### src/rtl/mod2011_pkg.sv
// Shared constants and types for the mod-2011 residue accumulator.
// Residues are RW bits wide and always reduced below MOD.
package mod2011_pkg;

  localparam int RW        = 11;
  localparam int MOD       = 2011;
  localparam int NUM_TERMS = 50;

  typedef logic [RW-1:0] residue_t;

  typedef enum logic {
    ACCUM = 1'b0,
    DONE  = 1'b1
  } acc_state_t;

  localparam residue_t MOD_R = residue_t'(MOD);

  // Single compare-subtract; valid whenever x < 2*MOD.
  function automatic residue_t cond_sub(input logic [RW:0] x);
    logic [RW:0] m;
    m = {1'b0, MOD_R};
    return (x >= m) ? residue_t'(x - m) : residue_t'(x);
  endfunction

endpackage

### src/rtl/mod2011_add.sv
// Combinational modular adder: y = (a + b) mod MOD, with a, b < MOD.
// The sum is formed one bit wider so the carry is never lost.
module mod2011_add
  import mod2011_pkg::*;
(
  input  logic [RW-1:0] a,
  input  logic [RW-1:0] b,
  output logic [RW-1:0] y
);

  logic [RW:0] s;

  assign s = {1'b0, a} + {1'b0, b};
  assign y = cond_sub(s);

endmodule

### src/rtl/mod2011_residue_acc.sv
// Streaming accumulator summing NUM_TERMS LUT residues modulo 2011.
// Optional sticky range_err port under MOD2011_RANGE_CHECK_EN.
module mod2011_residue_acc
  import mod2011_pkg::*;
(
  input  logic          clk,
  input  logic          rst_n,
  input  logic          in_valid,
  output logic          in_ready,
  input  logic [RW-1:0] in_residue,
  output logic          out_valid,
  input  logic          out_ready,
  output logic [RW-1:0] out_residue,
  output logic [5:0]    term_cnt
`ifdef MOD2011_RANGE_CHECK_EN
  ,
  output logic          range_err
`endif
);

  acc_state_t state;
  acc_state_t nstate;

  residue_t acc;
  residue_t r;
  residue_t s;

  logic in_xfer;
  logic out_xfer;
  logic last;

  // Out-of-range LUT outputs are < 2*MOD, so one subtract reduces them.
  assign r = cond_sub({1'b0, in_residue});

  mod2011_add u_add (
    .a (acc),
    .b (r),
    .y (s)
  );

  assign in_xfer  = in_valid && in_ready;
  assign out_xfer = out_valid && out_ready;
  assign last     = (term_cnt == 6'(NUM_TERMS - 1));

  always_ff @(posedge clk) begin
    if (!rst_n) begin
      state <= ACCUM;
    end else begin
      state <= nstate;
    end
  end

  always_comb begin
    nstate = state;
    unique case (state)
      ACCUM: if (in_xfer && last) nstate = DONE;
      DONE:  if (out_xfer)        nstate = ACCUM;
      default: nstate = ACCUM;
    endcase
  end

  always_comb begin
    in_ready  = 1'b0;
    out_valid = 1'b0;
    unique case (state)
      ACCUM:   in_ready  = 1'b1;
      DONE:    out_valid = 1'b1;
      default: in_ready  = 1'b0;
    endcase
  end

  always_ff @(posedge clk) begin
    if (!rst_n) begin
      acc         <= '0;
      term_cnt    <= '0;
      out_residue <= '0;
    end else if (in_xfer) begin
      if (last) begin
        out_residue <= s;
        acc         <= '0;
        term_cnt    <= '0;
      end else begin
        acc      <= s;
        term_cnt <= term_cnt + 6'd1;
      end
    end
  end

`ifdef MOD2011_RANGE_CHECK_EN
  always_ff @(posedge clk) begin
    if (!rst_n || out_xfer) begin
      range_err <= 1'b0;
    end else if (in_xfer && (in_residue >= MOD_R)) begin
      range_err <= 1'b1;
    end
  end
`endif

endmodule

### config.mk
export PLATFORM = sky130hd
export DESIGN_NAME = mod2011_residue_acc
export DESIGN_NICKNAME = d
export VERILOG_FILES = /design/src/rtl/mod2011_pkg.sv /design/src/rtl/mod2011_add.sv /design/src/rtl/mod2011_residue_acc.sv
export SDC_FILE = /design/constraint.sdc
export NUM_CORES = 1
export LEC_CHECK = 0
export BUFFER_PORTS_ARGS = -buffer_cell sky130_fd_sc_hd__buf_2
export CORE_UTILIZATION = 51
export CTS_CLUSTER_DIAMETER = 100
export CTS_CLUSTER_SIZE = 12
export DETAILED_ROUTE_END_ITERATION = 16
export PLACE_DENSITY = 0.84
export SYNTH_ARGS = -nofsm -noshare
export SYNTH_HDL_FRONTEND = slang
export SYNTH_SLANG_ARGS = --single-unit
### constraint.sdc
create_clock -name clk -period 3.29 [get_ports clk]
set_input_delay 0.1645 -clock clk [delete_from_list [all_inputs] [get_ports clk]]
set_output_delay 0.1645 -clock clk [all_outputs]
set_load 0.05 [all_outputs]
# --- Word level (Yosys, flattened, before mapping) ---
# Cells that the tools add are included.
word_totals:
  reg_bits: 29
  input_bits: 15
  out_inout_bits: 19
  word_cells: 25
classes:
  n_addsub: 4
  n_lt_le_gt_ge: 2
  eq_ne: 1
  mux: 9
  n_bitwise: 1
  n_reduce_logical: 4
op_table:
  columns: ["cell", "n"]
  rows:
  - ["$mux 11", 3]
  - ["$sub 11x11->11 const B", 2]
  - ["$add 11x11->12", 1]
  - ["$ge 12x11->1 const B", 1]
  - ["$ge 11x11->1 const B", 1]
  - ["$add 6x1->6 const B", 1]
  - ["$eq 6x6->1 const B", 1]
  - ["$mux 6", 1]
  - ["$mux 1", 4]
  - ["$logic_and 1x1->1", 3]
  - ["$pmux 1 s2", 1]
  - ["$reduce_and 2->1", 1]
  - ["$not 1->1", 1]

# --- Logic depth before layout (Yosys ltp) ---
depth:
  ltp_word: 6
  mapped_depth: 16

# --- Cells and area by module ---
# A second synthesis with hierarchy kept.
hier_totals:
  cells_unflattened: 310
  area_unflattened_um2: 2593.7
by_module_without_submodules:
  columns: ["mod", "n_inst", "cells_per_inst", "area_per_inst_um2"]
  rows:
  - ["mod2011_residue_acc", 1, 174, 1448.9]
  - ["mod2011_add", 1, 136, 1144.8]

# --- Worst setup path before layout ---
# OpenSTA, ideal clock, no wires.
synth_path:
  path_kind: "input to register"
  startpoint: "input in_residue[0]"
  endpoint: "register out_residue[1]"
  setup_time_ps: 132
  arrival_ps: 3332
  t_required_ps: 3158
  setup_slack_ps: -174
  cell_stages: 14
  n_path_buf: 1
  path_cell_list: "ha_1 > a211oi_1 > nor2_1 > o21ai_1 > mux2_2 > fa_1 > ha_1 > or2_2 > a31oi_4 > nor3_4 > a21boi_4 > buf_6 > mux2i_1 > a21oi_1"
synth_between:
  elab_chain_len: 5
  elab_cells_between_ends: 7
  classes_between: "add/sub: 3; order compare: 2; mux: 2"
synth_rtl:
  columns: ["element", "line", "text"]
  rows:
  - ["start: declaration", "mod2011_residue_acc.sv:10", "input logic [RW-1:0] in_residue,"]
  - ["$sub 11x11->11 / $ge 11x11->1 (equally long branches)", "mod2011_pkg.sv:22", "return (x >= m) ? residue_t'(x - m) : residue_t'(x);"]
  - ["$mux 11 *", "mod2011_pkg.sv:22", null]
  - ["$add 11x11->12 *", "mod2011_add.sv:13", "assign s = {1'b0, a} + {1'b0, b};"]
  - ["$sub 11x11->11 / $ge 12x11->1 (equally long branches)", "mod2011_pkg.sv:22", null]
  - ["$mux 11 *", "mod2011_pkg.sv:22", null]
  - ["end signal: assignment", "mod2011_residue_acc.sv:79", "out_residue <= s;"]
  - ["end: declaration", "mod2011_residue_acc.sv:13", "output logic [RW-1:0] out_residue,"]
# Every way passes the cells marked *; elsewhere a longest branch is shown, timed or not.
# A chain may end at the register's enable or synchronous reset.

# --- Worst setup path after layout ---
layout_path:
  startpoint: "input in_residue[0]"
  endpoint: "register acc[5]"
layout_between:
  elab_chain_len: 6
  elab_cells_between_ends: 8
  classes_between: "add/sub: 3; order compare: 2; mux: 3"
layout_rtl:
  columns: ["element", "line", "text"]
  rows:
  - ["$sub 11x11->11 / $ge 11x11->1 (equally long branches)", "mod2011_pkg.sv:22", null]
  - ["$mux 11 *", "mod2011_pkg.sv:22", null]
  - ["$add 11x11->12 *", "mod2011_add.sv:13", null]
  - ["$sub 11x11->11 / $ge 12x11->1 (equally long branches)", "mod2011_pkg.sv:22", null]
  - ["$mux 11 *", "mod2011_pkg.sv:22", null]
  - ["$mux 11 *", "mod2011_residue_acc.sv:78", "if (last) begin"]
  - ["end signal: assignment", "mod2011_residue_acc.sv:83", "acc <= s;"]
  - ["end: declaration", "mod2011_residue_acc.sv:24", "residue_t acc;"]
# Marks and branches as above.

==> run metrics <==
Setup WS post-layout -2.44 ps; GRT Total Usage approximately 28%; placed cell count slightly below 400; max incr delay on CP about 380 ps; CTS hold repair buffers 0; WL/cell around 19 µm; die height 67.7 µm; final core occ approximately four fifths; sequential cell area 581 µm²; NetSw 1420 µW; CP most frequent cell buf_6; Leak approximately 0.0014 µW; initial core utilization 53.9%; multi-input logic area about 1700 µm²; Buf+Inv Stages, Crit Path 4; final hold vios 0; clk_lat worst skew 290 ps; setup slack at placement -370 ps; sw frac approximately 45%; chip width a little under 70 µm; initial antenna violation count 0; hold crit path type in -> reg; Crit. Startpoint in_residue[0]; clock tree buffer depth 2; Final Skew approximately 11 ps; number of global-route vias before repair approximately 2100; synthesis-to-finish area growth 44.9%; setup violators final 1; 1st-iter DRT viols roughly 260; Synth Instances about 270; run status complete, but fails checks; failing checks setup timing; FFs w/ async S/R, synth 0%; Rows 23; clock group share of total power roughly 14%; CTS sink cnt 29; Avg Cell Area, Syn 8.28 µm²; WP data required around 3500 ps; Inserted Clock Buffers 5; Yosys cell types 60; Overflow after GRT 0; Via Count 2553; fin. max-slew vios 0; Int Pwr 1760 µW; first-pass GRT wire length 9480 µm; DP Wirelength between 4000 and 5000 µm; largest delay contributor family on the critical path compound AO/OA/AOI/OAI gates; ANT cells 0; Mapped Nets ~300; synth warn 0; H-tree Lvls 2; TritonCTS clock tree built; largest net degree at the start of global routing 21; DR pass1 iterations 5; Critical Path Fanout Max 5; Final Non-Filler Cells a little over 400; Setup CP Type in -> reg; RR Startpoint acc[0]; DIE AREA approximately 4600 µm²; post-route ant nets 0; fmax between 300 and 400 MHz; Seq/Total Area, Yosys between 20% and 30%; Arrival @ worst endpoint about 3500 ps; gpl congestion between 0.9 and 1; DRC errors left 0; worst vdd ir around 0.86 mV; Hold Crit Start out_ready; Final #Nets 389; Fin Hold WS roughly 130 ps; layout cells sized above 1 ~40%; Seq cells post-synth 29; Worst Setup Start Kind input port; DRT Wirelength around 7600 µm; number of I/O port buffers 33; CTS root buffer clkbuf_8; fillcell total 238; Main synth FF type dfxtp_1; DR vias/cell roughly 6.2; actual slew at the worst max-slew pin between 800 and 900 ps; fin crit period between 3000 and 4000 ps; Worst Setup End Kind flop; slowest CP cell fa_2; Sequential Power Share 14.6%; Cell Area, Synth roughly 2200 µm²; Power Density roughly 1000 nW/µm²; relative slew slack about 43%; Clk pin slew, worst setup/hold paths roughly 80 ps; core area approximately 4100 µm²; combinational group share of total power a little under three quarters; max cap viols 0; cells along the critical path buf_8 > ha_4 > a211oi_2 > nor2_1 > o21ai_2 > mux2_4 > fa_2 > a21o_4 > buf_6 > a22oi_2 > buf_4 > a21oi_2 > xnor2_2 > buf_6 > nor3_1 > a21oi_1 > xor2_1 > o21ai_0; Ports 34; period utilisation layout 100%; EDFF count, synth 0; RSZ-0062 raised after global routing true
tightest hold or removal path: stages:
cell and delay, ps:
buf_2 70, nand2b_1 80, a21oi_1 60
power by group through the flow:
stage	Clock (µW)	Combinational, µW	Sequential (µW)
after CTS	453	1830	458
final	452	2260	463
after global placement	0	1710	463
after floorplan	0	1080	449
after detailed placement	0	1770	465
after global routing	471	2350	465
registers in the layout, summed over array words and instances (netlist names):
register	flops
out_residue	11
term_cnt	6
acc	11
state	1
routing by layer:
layer / global-route usage, % / wire length, µm / vias to the layer above
met4: 11.7 / 284 / 0
met5: 0 / 0 / -
met1: 32.8 / 3080 / 1210
met3: 6.59 / 511 / 36
li1: - / - / 1165
met2: 48.9 / 3780 / 142
cell type report:
cell class	instances	area share [%]
clock inverter	3	2.04
clock buffer	5	2.16
multi-input combinational	224	54.4
sequential	29	18.2
inverter	5	0.588
timing repair buffer	93	20.6
tap	50	1.96
final timing paths:
kind	end	slack, ps	cells past startpoint
hold / removal	state	130	3
setup reg to reg	acc[5]	450	13
hold reg to reg	acc[6]	490	2
setup / recovery	acc[5]	-2	18
repair_timing:
item	CTS	global route
gates cloned	0	1
pin swaps	2	23
buffers inserted	1	8
gates resized for setup	2	34
endpoints found under the setup margin	11	21
cell usage after synthesis (3+ instances only):
cell      number  area share [%]
nor2_1        30             5.1
dfxtp_1       29              26
a21oi_1       22             5.0
nand2_1       22             3.8
o21ai_0       20             4.5
ha_1          15             8.5
xor2_1        12             4.8
nor3_1         8             1.8
nand3_1        7             1.6
nand4_1        7             2.0
clkbuf_1       6             1.0
inv_1          5            0.85
xnor2_2        5             3.7
o21ai_1        4            0.91
a211oi_1       3             1.0
a21o_1         3             1.0
and2_1         3            0.85
and3_1         3            0.85
nand2b_1       3            0.85
nor2b_1        3            0.85
o21a_1         3             1.0
o221ai_1       3             1.2
or2_2          3            0.85
or3_1          3            0.85
cell usage in the layout (no fill, tap or decap), types with 3 or more instances in the layout:
master | netlist | final
or2_2 | 3 | 3
nor3_1 | 8 | 6
xor2_1 | 12 | 12
o21a_1 | 3 | 3
nor2_1 | 30 | 29
o21ai_0 | 20 | 19
buf_2 | 1 | 31
nand3_1 | 7 | 7
a21oi_1 | 22 | 18
ha_1 | 15 | 12
and2_1 | 3 | 3
dfxtp_1 | 29 | 29
xnor2_2 | 5 | 6
buf_6 | 1 | 6
nand4_1 | 7 | 7
o21ai_1 | 4 | 4
or3_1 | 3 | 3
inv_1 | 5 | 5
clkbuf_8 | 0 | 5
and3_1 | 3 | 3
nand2b_1 | 3 | 3
a21oi_2 | 2 | 6
nand2_1 | 22 | 22
buf_4 | 1 | 54
nor2b_1 | 3 | 3
nor3_4 | 1 | 3
metrics by stage:
step | total power [µW] | area (µm²) | setup TNS, ps
after global routing | 3290 | 3190 | -1150
after floorplan | 1530 | 2240 | 0
after detailed placement | 2230 | 2810 | -6100
after global placement | 2170 | 2810 | -2540
after CTS | 2740 | 2970 | 0
final | 3180 | 3190 | -2.44
kinds of logic after synthesis:
group	Yosys count	share of synthesized area, %
flip-flops	29	26.4
AND/OR/NAND/NOR	104	24.0
AO/OA/AOI/OAI	81	26.6
adder cells (fa/ha/maj)	16	9.43
buffers and inverters	14	2.95
XOR/XNOR	19	9.26
multiplexers	3	1.42
No activity file was read; power rests on OpenSTA's default activity.
